==> src/rtl/uart_arb_pkg.sv <==
// ---------------------------------------------------------------------------
// uart_arb_pkg
// Shared definitions for the UART transmit-path arbiter family.
//   arb_state_t   : packet-level arbiter state (IDLE / BUSY)
//   NREQ_DEFAULT  : default number of byte-stream requesters
//   DW_DEFAULT    : default byte width on the tx FIFO path
// ---------------------------------------------------------------------------
package uart_arb_pkg;

  localparam int NREQ_DEFAULT = 4;
  localparam int DW_DEFAULT   = 8;

  typedef enum logic {
    IDLE = 1'b0,
    BUSY = 1'b1
  } arb_state_t;

endpackage : uart_arb_pkg

==> src/rtl/rr_arb_pick.sv <==
// ---------------------------------------------------------------------------
// rr_arb_pick
// Combinational round-robin picker. Searches the request vector upward
// from the pointer position, wrapping at N, and returns the first set bit
// as a one-hot vector.
// Ports:
//   i_req  [N-1:0]    request vector
//   i_ptr  [PTRW-1:0] search start index (0..N-1)
//   o_pick [N-1:0]    one-hot winner, all-zero when no request
//   o_any             at least one request present
// ---------------------------------------------------------------------------
module rr_arb_pick
  import uart_arb_pkg::*;
#(
  parameter int N    = NREQ_DEFAULT,
  parameter int PTRW = (N > 1) ? $clog2(N) : 1
) (
  input  logic [N-1:0]    i_req,
  input  logic [PTRW-1:0] i_ptr,
  output logic [N-1:0]    o_pick,
  output logic            o_any
);

  always_comb begin
    logic            w_found;
    logic [PTRW-1:0] w_idx;
    int              w_sum;
    // NOTE: every variable written here gets a default first, so no path
    // leaves it unassigned and no latch is inferred.
    o_pick  = '0;
    w_found = 1'b0;
    w_idx   = '0;
    w_sum   = 0;
    for (int i = 0; i < N; i++) begin
      // Candidate index (ptr + i) mod N without a divider.
      w_sum = int'(i_ptr) + i;
      if (w_sum >= N) w_sum = w_sum - N;
      w_idx = PTRW'(w_sum);
      if (!w_found && i_req[w_idx]) begin
        o_pick[w_idx] = 1'b1;
        w_found       = 1'b1;
      end
    end
  end

  assign o_any = |i_req;

endmodule : rr_arb_pick

==> src/rtl/uart_tx_arbiter.sv <==
// ---------------------------------------------------------------------------
// uart_tx_arbiter
// Shares the single UART tx FIFO write port between NREQ byte-stream
// producers. Round-robin at packet granularity: the grant is held from the
// first byte until the byte flagged last, so packets never interleave.
//
// Optional feature (macro UART_ARB_TIMEOUT_EN): an owner that leaves valid
// low for TIMEOUT_CYCLES BUSY cycles loses the grant and timeout_err pulses.
// Without the macro the grant is held indefinitely and timeout_err is 0.
//
// Ports:
//   clk, rst_n          clock, synchronous active-low reset
//   req_valid [NREQ]    per-requester byte valid
//   req_data  [NREQ*DW] requester i at [i*DW +: DW]
//   req_last  [NREQ]    final byte of a packet
//   req_ready [NREQ]    per-requester accept (only the owner, when not full)
//   tfifo_full          tx FIFO full
//   tfifo_wr            tx FIFO write strobe
//   tfifo_din [DW]      tx FIFO write data
//   grant     [NREQ]    one-hot current owner, zero when idle
//   busy                a packet is in progress
//   timeout_err         one-cycle pulse on forced release
// ---------------------------------------------------------------------------
module uart_tx_arbiter
  import uart_arb_pkg::*;
#(
  parameter int NREQ           = NREQ_DEFAULT,
  parameter int DW             = DW_DEFAULT,
  parameter int TIMEOUT_CYCLES = 1024
) (
  input  logic                 clk,
  input  logic                 rst_n,
  input  logic [NREQ-1:0]      req_valid,
  input  logic [NREQ*DW-1:0]   req_data,
  input  logic [NREQ-1:0]      req_last,
  output logic [NREQ-1:0]      req_ready,
  input  logic                 tfifo_full,
  output logic                 tfifo_wr,
  output logic [DW-1:0]        tfifo_din,
  output logic [NREQ-1:0]      grant,
  output logic                 busy,
  output logic                 timeout_err
);

  localparam int PTRW = $clog2(NREQ);

  if (NREQ < 2 || NREQ > 8) begin : g_bad_nreq
    $error("uart_tx_arbiter: NREQ must be in 2..8");
  end
  if (TIMEOUT_CYCLES < 1) begin : g_bad_timeout
    $error("uart_tx_arbiter: TIMEOUT_CYCLES must be at least 1");
  end

  arb_state_t      r_state;
  logic [NREQ-1:0] r_grant;
  logic [PTRW-1:0] r_ptr;
  logic            r_busy;

  logic [NREQ-1:0] w_pick;
  logic            w_any;
  logic [PTRW-1:0] w_owner;
  logic [PTRW-1:0] w_next_ptr;
  logic [DW-1:0]   w_din;
  logic            w_owner_last;
  logic            w_xfer;

  rr_arb_pick #(
    .N    (NREQ),
    .PTRW (PTRW)
  ) u_pick (
    .i_req  (req_valid),
    .i_ptr  (r_ptr),
    .o_pick (w_pick),
    .o_any  (w_any)
  );

  // Owner index and its data byte, decoded from the registered one-hot grant.
  always_comb begin
    w_owner = '0;
    w_din   = '0;
    for (int i = 0; i < NREQ; i++) begin
      if (r_grant[i]) begin
        w_owner = PTRW'(i);
        w_din   = req_data[i*DW +: DW];
      end
    end
  end

  assign w_next_ptr   = (w_owner == PTRW'(NREQ - 1)) ? '0 : w_owner + PTRW'(1);
  assign w_owner_last = |(req_last & r_grant);

  // Ready is gated by full, so a write can never be issued into a full FIFO.
  assign req_ready = r_grant & {NREQ{~tfifo_full}};
  assign w_xfer    = |(req_valid & req_ready);
  assign tfifo_wr  = w_xfer;
  assign tfifo_din = w_xfer ? w_din : '0;
  assign grant     = r_grant;
  assign busy      = r_busy;

`ifdef UART_ARB_TIMEOUT_EN
  localparam int CW = $clog2(TIMEOUT_CYCLES + 1);

  logic [CW-1:0] r_cnt;
  logic          r_timeout_err;
  logic          w_owner_valid;

  assign w_owner_valid = |(req_valid & r_grant);
  assign timeout_err   = r_timeout_err;
`else
  assign timeout_err = 1'b0;
`endif

  always_ff @(posedge clk) begin
    // NOTE: all sequential state uses non-blocking assignments so every
    // register samples pre-edge values regardless of statement order.
    if (!rst_n) begin
      r_state <= IDLE;
      r_grant <= '0;
      r_busy  <= 1'b0;
      r_ptr   <= '0;
`ifdef UART_ARB_TIMEOUT_EN
      r_cnt         <= '0;
      r_timeout_err <= 1'b0;
`endif
    end else begin
`ifdef UART_ARB_TIMEOUT_EN
      r_timeout_err <= 1'b0;
`endif
      case (r_state)
        IDLE: begin
          if (w_any) begin
            r_state <= BUSY;
            r_grant <= w_pick;
            r_busy  <= 1'b1;
`ifdef UART_ARB_TIMEOUT_EN
            r_cnt   <= '0;
`endif
          end
        end
        BUSY: begin
          if (w_xfer && w_owner_last) begin
            r_state <= IDLE;
            r_grant <= '0;
            r_busy  <= 1'b0;
            r_ptr   <= w_next_ptr;
          end
`ifdef UART_ARB_TIMEOUT_EN
          else if (w_xfer) begin
            r_cnt <= '0;
          end else if (!w_owner_valid) begin
            // Only owner-idle cycles count; full-only stalls are not the
            // requester's fault.
            if (r_cnt == CW'(TIMEOUT_CYCLES - 1)) begin
              r_state       <= IDLE;
              r_grant       <= '0;
              r_busy        <= 1'b0;
              r_ptr         <= w_next_ptr;
              r_timeout_err <= 1'b1;
            end else begin
              r_cnt <= r_cnt + CW'(1);
            end
          end
`endif
        end
        default: r_state <= IDLE;
      endcase
    end
  end

endmodule : uart_tx_arbiter

==> config.mk <==
export PLATFORM = sky130hd
export DESIGN_NAME = uart_tx_arbiter
export DESIGN_NICKNAME = d
export VERILOG_FILES = /design/src/rtl/uart_arb_pkg.sv /design/src/rtl/rr_arb_pick.sv /design/src/rtl/uart_tx_arbiter.sv
export SDC_FILE = /design/constraint.sdc
export NUM_CORES = 1
export LEC_CHECK = 0
export CAP_MARGIN = 20
export CORE_ASPECT_RATIO = 1.4
export CORE_UTILIZATION = 33
export DETAILED_ROUTE_END_ITERATION = 12
export PLACE_DENSITY = 0.87
export SLEW_MARGIN = 10
export SYNTH_ARGS = -nofsm -noshare
export SYNTH_HDL_FRONTEND = slang
export SYNTH_HIERARCHICAL = 1
export SYNTH_SLANG_ARGS = --single-unit
==> constraint.sdc <==
create_clock -name clk -period 2.05 [get_ports clk]
set_input_delay 0.205 -clock clk [delete_from_list [all_inputs] [get_ports clk]]
set_output_delay 0.205 -clock clk [all_outputs]
set_load 0.005 [all_outputs]
==> impl_metrics.env <==
export IMPL_drt_iter0_markers=38
export IMPL_start_util=0.360
export IMPL_dr_pass1_iters=4
export IMPL_antenna_found_initial=0
export IMPL_crit_end="tfifo_din[6]"
export IMPL_synth_flop_cell="dfxtp_1"
export IMPL_grt_pass1_vias=1230
export IMPL_worstPathRequired_ns=1.85
export IMPL_cts_buffers=3
export IMPL_vias=1339
export IMPL_netlist_cell_type_count=32
export IMPL_path_clk_slew_ns=0.06
export IMPL_ys_ff_latch=8
export IMPL_clock_path_buffers=2
export IMPL_cts_root_buf="clkbuf_4"
export IMPL_fmax_mhz=503
export IMPL_track_usage=0.243
export IMPL_crit_type="register to primary output"
export IMPL_hpwl_um=2890
export IMPL_drc=0
export IMPL_r2r_cells=8
export IMPL_core_area_um2=2700
export IMPL_status="completed"
export IMPL_slew_violations=0
export IMPL_ir_worst_vdd_mv=0.338
export IMPL_cp_max_fo=6
export IMPL_syn_cell_area_um2=972
export IMPL_reg2reg_from="r_ptr[0]"
export IMPL_clock_latency_ns=0.25
export IMPL_synth_yosys_seq_area_share=0.165
export IMPL_power_density_nw_per_um2=286
export IMPL_setup_viol=0
export IMPL_fillers=210
export IMPL_power_total_w=0.000518
export IMPL_antenna_cells=0
export IMPL_synth_edf_count=0
export IMPL_wl_per_cell_um=17.3
export IMPL_grt_pass1_wl_um=5650
export IMPL_async_flop_share=0
export IMPL_ios=62
export IMPL_die_x_um=47.9
export IMPL_placementRows=22
export IMPL_yosysWarnings=6
export IMPL_fin_skew_ns=0.00235
export IMPL_cts_sinks=8
export IMPL_period_needed_ns=1.99
export IMPL_finalWirelength_um=3990
export IMPL_portBuffers=60
export IMPL_syn_nets=169
export IMPL_pre_cts_ws_ns=-0.105
export IMPL_area_growth_synth_to_final_pct=86.2
export IMPL_final_hold_viol_count=0
export IMPL_final_cell_mix="49 x clkdlybuf4s50_1, 20 x nand2_1, 14 x buf_4"
export IMPL_power_leakage_nw=0.818
export IMPL_start_kind="register"
export IMPL_ant_nets=0
export IMPL_reg2reg_setup_slack_ns=0.08
export IMPL_synth_area_per_cell_um2=8.10
export IMPL_whs_ns=0.509
export IMPL_maxCapViolations=0
export IMPL_design_area_um2=1810
export IMPL_cts_tree="built"
export IMPL_place_area_um2=1670
export IMPL_die_h_um=66.2
export IMPL_finalWeightedCongestion=0.854
export IMPL_min_path_type="register to register"
export IMPL_drive_gt1_frac=0.201
export IMPL_syn_instance_count=120
export IMPL_die_area_um2=3170
export IMPL_crit_arrival_ns=1.78
export IMPL_crit_start="grant[1]"
export IMPL_regToRegEndpoint="grant[2]"
export IMPL_cts_max_level=1
export IMPL_layout_commonest_cell="clkdlybuf4s50_1"
export IMPL_fin_crit_sh=0.971
export IMPL_grt_max_degree=15
export IMPL_overflow=0
export IMPL_fin_nets=245
export IMPL_post_route_util=0.671
export IMPL_setup_slack_ns=0.0601
export IMPL_vias_per_cell=5.82
export IMPL_critPathCaptureType="primary output"
export IMPL_holdBufCountCts=0
## per-stage QoR
stage          instances  TNS, ns
4_1_cts              228        0
3_5_place_dp         221   -0.734
2_1_floorplan        120        0
6_report             230        0
3_3_place_gp         221  -0.0530
5_1_grt              230  -0.0409
## where the power goes
group | switching (W) | leakage (nW) | internal, W
clock network | 0.0000539 | 0.0138 | 0.0000670
logic | 0.0000871 | 0.737 | 0.000143
registers | 0.00000537 | 0.0670 | 0.000162
total | 0.000146 | 0.818 | 0.000372
## worst min path at each step
stage / cells past startpoint / endpoint / startpoint
2_1_floorplan: 2 / grant[1] / rst_n
3_3_place_gp: 1 / busy / busy
3_5_place_dp: 1 / busy / busy
4_1_cts: 1 / busy / busy
5_1_grt: 1 / busy / busy
6_report: 1 / busy / busy
## Yosys cell counts (3+ instances only)
cell	n	share of area
nand2_1	20	0.077
a221o_1	12	0.12
a21oi_1	9	0.046
dfxtp_1	8	0.16
nand3_1	8	0.041
o211ai_1	8	0.062
ha_1	6	0.077
nor2b_1	5	0.032
a22oi_1	4	0.031
o21ai_0	4	0.021
o21ai_1	4	0.021
clkbuf_1	3	0.012
inv_1	3	0.012
mux4_2	3	0.069
nor2_1	3	0.012
## registers in the layout, indices dropped and copies added (netlist names)
signal,flops
busy,1
r_ptr,2
grant,4
r_state,1
## area by class of cell
type	instances	area, um^2	share of cell area
inverters	5	21.3	0.0117
repair buffers	77	761	0.420
clock buffers	3	22.5	0.0124
flip-flops and latches	8	164	0.0905
multi-input cells	101	797	0.440
well taps	36	45.0	0.0249
## logic make-up (layout without fill, tap and decap cells)
group	count (synthesis)	count (layout)	share of synthesized area
buffers and inverters	12	85	0.0631
AOI/OAI and AO/OA	45	46	0.340
and+or+nand+nor	42	42	0.234
adders and majority gates	6	6	0.0772
other	1	1	0.00386
DFF	8	8	0.165
muxes	6	6	0.117
## what timing repair did
action,CTS,global route
gates resized for setup,10,14
endpoints found under the setup margin,8,13
cloned,1,0
buffers inserted,3,2
pin swaps,1,5
endpoints found under the hold margin,0,0
## layer usage
layer	vias up	wire length, um	track usage	part of all wire
met2	85	1990	0.429	0.50
li1	613	-	-	-
met3	16	486	0.0984	0.12
met1	625	1380	0.221	0.34
met4	0	134	0.128	0.034
met5	-	0	0	0
## critical path: stages (launching register included)
cell and delay (ns):
dfxtp_2 0.34, buf_6 0.14, buf_12 0.12, a221o_1 0.30, o211ai_1 0.10, a21oi_1 0.09, clkdlybuf4s50_1 0.44
(Power assumes the default switching activity.)
